--- src/rtl/riscky_pkg.sv ---
// Shared types and constants for the riscky core front end.
package riscky_pkg;

  localparam int unsigned XLEN = 64;
  localparam int unsigned ILEN = 32;

  localparam logic [ILEN-1:0] NOP_INSTR = 32'h00000013;

  typedef struct packed {
    logic [XLEN-1:0] pc;
    logic [ILEN-1:0] instr;
  } fetch_entry_t;

  typedef enum logic [1:0] {
    S_IDLE,
    S_RUN,
    S_DRAIN
  } fetch_state_t;

endpackage

--- src/rtl/fetch_queue.sv ---
// Circular FIFO of fetched {pc, instr} entries between imem responses and IF/ID.
module fetch_queue
  import riscky_pkg::*;
#(
  parameter int unsigned DEPTH = 2,
  localparam int unsigned AW = $clog2(DEPTH),
  localparam int unsigned CW = AW + 1
) (
  input  logic         clk,
  input  logic         rst,
  input  logic         push,
  input  fetch_entry_t push_data,
  input  logic         pop,
  input  logic         clear,
  output fetch_entry_t head,
  output logic         full,
  output logic         empty,
  output logic [CW-1:0] count
);

  fetch_entry_t   mem [DEPTH];
  logic [AW-1:0]  rd_ptr;
  logic [AW-1:0]  wr_ptr;

  always_ff @(posedge clk) begin
    if (rst || clear) begin
      rd_ptr <= '0;
      wr_ptr <= '0;
      count  <= '0;
    end else begin
      if (push) wr_ptr <= wr_ptr + AW'(1);
      if (pop)  rd_ptr <= rd_ptr + AW'(1);
      count <= count + CW'(push) - CW'(pop);
    end
  end

  // Storage needs no reset; count gates every read.
  always_ff @(posedge clk) begin
    if (push && !clear) mem[wr_ptr] <= push_data;
  end

  assign head  = mem[rd_ptr];
  assign full  = (count == CW'(DEPTH));
  assign empty = (count == '0);

endmodule

--- src/rtl/fetch.sv ---
// Instruction fetch stage: PC, imem requests, response queue and IF/ID register.
// Optional FETCH_PERF_CNT_EN adds perf_fetched / perf_bubbles counters.
module fetch
  import riscky_pkg::*;
#(
  parameter logic [XLEN-1:0] RESET_PC = '0,
  parameter int unsigned     QDEPTH   = 2
) (
  input  logic            clk,
  input  logic            rst,
  output logic            imem_req_valid,
  input  logic            imem_req_ready,
  output logic [XLEN-1:0] imem_req_addr,
  input  logic            imem_rsp_valid,
  input  logic [ILEN-1:0] imem_rsp_data,
  input  logic            stall_d,
  input  logic            flush_d,
  input  logic            pc_src_e,
  input  logic [XLEN-1:0] pc_target_e,
  output logic [ILEN-1:0] instr_d,
  output logic [XLEN-1:0] pc_d,
  output logic [XLEN-1:0] pc_plus4_d
`ifdef FETCH_PERF_CNT_EN
  ,
  output logic [63:0]     perf_fetched,
  output logic [63:0]     perf_bubbles
`endif
);

  localparam int unsigned CW = $clog2(QDEPTH) + 1;
  localparam int unsigned SW = CW + 1;

  fetch_state_t    state;
  logic [XLEN-1:0] pc_f;
  logic [XLEN-1:0] rsp_pc;
  logic [CW-1:0]   outstanding;
  logic [CW-1:0]   drop_cnt;
  logic [CW-1:0]   q_count;
  logic            q_full;
  logic            q_empty;
  fetch_entry_t    q_head;
  fetch_entry_t    rsp_entry;

  logic [SW-1:0]   credit_used;
  logic [XLEN-1:0] redirect_pc;
  logic [CW-1:0]   out_after_rsp;
  logic            hs;
  logic            rsp_seen;
  logic            rsp_take;
  logic            stage_adv;
  logic            bypass;
  logic            q_push;
  logic            q_pop;
  logic            load_nop;
  logic            take_instr;

  assign credit_used    = SW'(outstanding) + SW'(q_count);
  assign imem_req_valid = (state == S_RUN) && !pc_src_e && (credit_used < SW'(QDEPTH));
  assign imem_req_addr  = pc_f;
  assign hs             = imem_req_valid && imem_req_ready;
  assign redirect_pc    = pc_target_e & ~XLEN'(3);

  // Responses landing in S_IDLE belong to a pre-reset stream and are ignored.
  assign rsp_seen      = imem_rsp_valid && (state != S_IDLE);
  assign rsp_take      = imem_rsp_valid && (state == S_RUN) && !pc_src_e;
  assign out_after_rsp = outstanding - CW'(rsp_seen);
  assign rsp_entry     = '{pc: rsp_pc, instr: imem_rsp_data};

  // An empty queue lets a response go straight into IF/ID for 1-cycle latency.
  assign stage_adv  = !pc_src_e && !flush_d && !stall_d;
  assign bypass     = rsp_take && q_empty && stage_adv;
  assign q_push     = rsp_take && !bypass;
  assign q_pop      = stage_adv && !q_empty;
  assign take_instr = bypass || q_pop;
  assign load_nop   = pc_src_e || flush_d || (stage_adv && q_empty && !bypass);

  fetch_queue #(.DEPTH(QDEPTH)) u_queue (
    .clk       (clk),
    .rst       (rst),
    .push      (q_push),
    .push_data (rsp_entry),
    .pop       (q_pop),
    .clear     (pc_src_e),
    .head      (q_head),
    .full      (q_full),
    .empty     (q_empty),
    .count     (q_count)
  );

  // PC / credit / drain state machine.
  always_ff @(posedge clk) begin
    if (rst) begin
      state       <= S_IDLE;
      pc_f        <= RESET_PC;
      rsp_pc      <= RESET_PC;
      outstanding <= '0;
      drop_cnt    <= '0;
    end else begin
      case (state)
        S_IDLE: state <= S_RUN;
        S_RUN: begin
          if (pc_src_e) begin
            pc_f        <= redirect_pc;
            rsp_pc      <= redirect_pc;
            outstanding <= out_after_rsp;
            drop_cnt    <= out_after_rsp;
            if (out_after_rsp != '0) state <= S_DRAIN;
          end else begin
            if (hs)       pc_f   <= pc_f + XLEN'(4);
            if (rsp_take) rsp_pc <= rsp_pc + XLEN'(4);
            outstanding <= outstanding + CW'(hs) - CW'(rsp_seen);
          end
        end
        S_DRAIN: begin
          if (pc_src_e) begin
            pc_f   <= redirect_pc;
            rsp_pc <= redirect_pc;
          end
          if (rsp_seen) begin
            outstanding <= out_after_rsp;
            drop_cnt    <= drop_cnt - CW'(1);
            if (drop_cnt == CW'(1)) state <= S_RUN;
          end
        end
        default: state <= S_IDLE;
      endcase
    end
  end

  // IF/ID pipeline register.
  always_ff @(posedge clk) begin
    if (rst || load_nop) begin
      instr_d    <= NOP_INSTR;
      pc_d       <= '0;
      pc_plus4_d <= '0;
    end else if (take_instr) begin
      instr_d    <= bypass ? rsp_entry.instr : q_head.instr;
      pc_d       <= bypass ? rsp_entry.pc : q_head.pc;
      pc_plus4_d <= (bypass ? rsp_entry.pc : q_head.pc) + XLEN'(4);
    end
  end

`ifdef FETCH_PERF_CNT_EN
  always_ff @(posedge clk) begin
    if (rst) begin
      perf_fetched <= '0;
      perf_bubbles <= '0;
    end else begin
      if (take_instr) perf_fetched <= perf_fetched + 64'd1;
      if (load_nop)   perf_bubbles <= perf_bubbles + 64'd1;
    end
  end
`endif

  assert property (@(posedge clk) disable iff (rst) !(q_push && q_full && !q_pop));

endmodule

--- config.mk ---
export PLATFORM = sky130hd
export DESIGN_NAME = fetch
export DESIGN_NICKNAME = d
export VERILOG_FILES = /design/src/rtl/riscky_pkg.sv /design/src/rtl/fetch_queue.sv /design/src/rtl/fetch.sv
export SDC_FILE = /design/constraint.sdc
export NUM_CORES = 1
export LEC_CHECK = 0
export BUFFER_PORTS_ARGS = -buffer_cell sky130_fd_sc_hd__clkbuf_2
export CELL_PAD_IN_SITES_DETAIL_PLACEMENT = 1
export CELL_PAD_IN_SITES_GLOBAL_PLACEMENT = 2
export CORE_MARGIN = 4
export CORE_UTILIZATION = 35
export DETAILED_ROUTE_END_ITERATION = 8
export GPL_TIMING_DRIVEN = 0
export PLACE_DENSITY_LB_ADDON = 0.1
export RECOVER_POWER = 25
export SYNTH_ARGS = -nofsm -noshare
export SYNTH_HDL_FRONTEND = slang
export SYNTH_SLANG_ARGS = --single-unit
--- constraint.sdc ---
create_clock -name clk -period 7.8 [get_ports clk]
set_clock_uncertainty 0.05 [all_clocks]
set_input_delay 1.56 -clock clk [delete_from_list [all_inputs] [get_ports clk]]
set_output_delay 1.56 -clock clk [all_outputs]
set_load 0.03 [all_outputs]
==> run metrics <==
flops & latches, synth between 400 and 500; CTS Hold Bufs 0; sequential share of the synthesized area 48.6%; Slew Viols, Final 0; design area ~28,000 µm²; Post-Syn Area 23,600 µm²; hold slack final about 400 ps; post-route ant nets 0; drt wl/cell 29.8 µm; Tcrit/Tclk final between 70% and 80%; first-pass GRT wire length 169,000 µm; commonest cells in the netlist nand2_1 (317), a21oi_1 (302), dfxtp_1 (291); hold_sp rsp_pc[39]; R2R cell count 12; largest family of logic cells by synthesized area compound AO/OA/AOI/OAI gates; DR DRC count 0; cell taking the most area after synthesis dfxtp_1; Worst Max-Slew Pin Slew roughly 1400 ps; Setup crit end kind flop; warning count from the yosys run 0; global placer's final weighted congestion 0.996; I/O Pins 328; Final Power 7.96 mW; Post-Place Cell Area 26,400 µm²; H-tree Lvls 2; chip width 268 µm; Reg clk slew, reported paths 60 ps; post-synth top area share 24.7%; P per Cell Area 282 nW/µm²; Simple-Gate Fraction of Synth Area around a fifth; CTS root buf clkbuf_16; EDFF count, synth 188; number of antenna violations at the first check in global routing 1; Final min period 6210 ps; Worst Hold Class reg2reg; maximum vdd drop 0.195 mV; total global routing overflow 0; worst hold path stage count 0; setup violators final 0; GRT Total Usage 31.9%; clock sinks between 400 and 500; leakage between 9 and 10 nW; diode count 0; main area contributors after synthesis dfxtp_1 (25%), edfxtp_1 (24%), a21oi_1 (6.4%); most frequent cell after synthesis nand2_1; Post-CTS Resized 0; Synth Instances 2,663; vias in the first global route 24,100; drt total wl roughly 120,000 µm; async set-reset flop share out of synthesis 0%; Max Cap Viol 0; Post-CTS Setup Inserts 0; Clock Tree Buf Depth 3; unrepaired setup endpoints after global routing false; Data required, critical path approximately 8300 ps; layout cells sized above 1 13.3%; FP Rows 94; worst r2r src state[1]; Layout Nets around 3,200; pin count of the biggest net entering global routing 57; Fillers between 7,000 and 8,000; HPWL Detailed 90,700 µm; vias 23,700; Worst Hold End u_queue.mem[1][71]; Die Y 268 µm; Setup CP Type in2reg; adder-cell share of the synthesized area 0.774%; Synth cell types 87; Final Hold Violating Endpoints 0; Data arrival, critical path just under 7000 ps; post-synthesis xor/xnor area fraction between 2 and 3%; Synth Flop Type dfxtp_1; status completed; Pre-antenna DRT Iters 5; syn_area_per_cell 8.87 µm²; R2R Path End pc_d[46]; Max Freq 161 MHz; Area growth syn-to-layout 19.5%; R2R Setup Slk 2010 ps; CTS tree done; DIE AREA 71,700 µm²; CTS Buf Count 56; initial DRC count 2,208; crit path max fanout 10; port bufs 318; max_slew headroom 9.89%; mux cell area share after synthesis 4.18%; core area 66,300 µm²; Via density 5.98; Initial Util 35.6%; CP Launch Type input pin; Worst-Skew Late Latency 640 ps; complex-gate fraction of the synthesized area 20.4%
[how the worst max path moves through the flow]
| stage | startpoint | end | slack [ps] | cells past startpoint |
|---|---|---|---|---|
| global placement | pc_src_e | u_queue.mem[0][60] | -3030 | 5 |
| finish | pc_src_e | pc_d[46] | 1590 | 11 |
| global route | pc_src_e | instr_d[3] | 1560 | 11 |
| floorplan | pc_src_e | u_queue.mem[0][0] | 690 | 4 |
| detailed placement | pc_src_e | pc_d[46] | 1020 | 11 |
| CTS | pc_src_e | pc_d[46] | 1680 | 11 |
[critical path, stage by stage]
cell and delay (ps):
clkbuf_2 90, buf_4 170, nand3b_1 550, nor2_2 820, buf_2 420, buf_1 650
clkbuf_1 640, clkbuf_1 750, buf_1 690, nand2_1 190, a21oi_1 160
[report_power, final]
group          internal (mW)  switching, mW  leakage, nW  total (mW)
clock                   1.58           1.16        0.908        2.73
combinational          0.515           1.50         4.42        2.02
sequential              2.86          0.346         4.14        3.21
[flip-flops by register name (all words and copies together) (netlist names), named ones only]
name            cells
outstanding         2
u_queue.mem       188
state               2
u_queue.wr_ptr      1
instr_d            32
u_queue.rd_ptr      1
rsp_pc             62
pc_plus4_d         62
pc_d               62
imem_req_addr      62
u_queue.count       2
drop_cnt            2
[area by class of cell]
type / count / area (µm²) / share of cell area, %
Sequential cell: 479 / 11500 / 40.7
Multi-Input combinational cell: 1961 / 11200 / 39.8
Timing Repair Buffer: 322 / 1610 / 5.69
Clock buffer: 73 / 1560 / 5.53
Tap cell: 864 / 1080 / 3.83
Buffer: 207 / 856 / 3.03
Clock inverter: 32 / 327 / 1.16
Inverter: 21 / 78.8 / 0.279
[through the flow]
step                      setup TNS [ps]  utilization, %  std cells  setup slack, ps
after floorplan                        0               -       2668              691
after global placement           -282100            39.7       3850            -3030
after detailed placement               0            39.8       3854             1020
after CTS                              0            42.7       3959             1680
after global routing                   0            42.5       3959             1560
final                                  0            42.5       3959             1590
[cell usage in the layout, fill, tap and decap left out, drive strengths merged, types with 7 or more instances in the layout]
master,count
o41ai,8
nor2b,11
a31oi,32
a32oi,7
a22oi,47
or3,12
o22ai,21
clkbuf,534
nand3,107
ha,13
buf,68
mux2i,93
and2,22
and3,34
or4,8
xor2,24
o211ai,40
dfxtp,291
nor4,26
a311oi,13
clkinv,19
a211oi,52
nor3,52
nand2b,7
nand4,31
nor2,291
a21oi,302
inv,22
edfxtp,188
o21ai,171
xnor2,44
nand2,317
nand3b,28
clkinvlp,7
and4,12
nand4b,7
o31ai,29
[per-layer routing]
metal	vias up	routed length (µm)	global-route usage (%)	part of all wire, %
met5	-	0	0	0
met4	0	5260	13.2	4.5
met3	223	7190	3.96	6.1
li1	10600	-	-	-
met1	11900	51400	43.0	44
met2	1015	54100	52.1	46
[cell families (layout without fill, tap and decap cells)]
group | count (synthesis) | after routing
adder cells (fa/ha/maj) | 14 | 14
multiplexers | 98 | 98
buffers and inverters | 228 | 655
flip-flops | 479 | 479
XOR/XNOR | 68 | 68
AND/OR/NAND/NOR | 987 | 987
AO/OA/AOI/OAI | 788 | 788
other | 1 | 6
No activity file was read; power rests on OpenSTA's default activity.
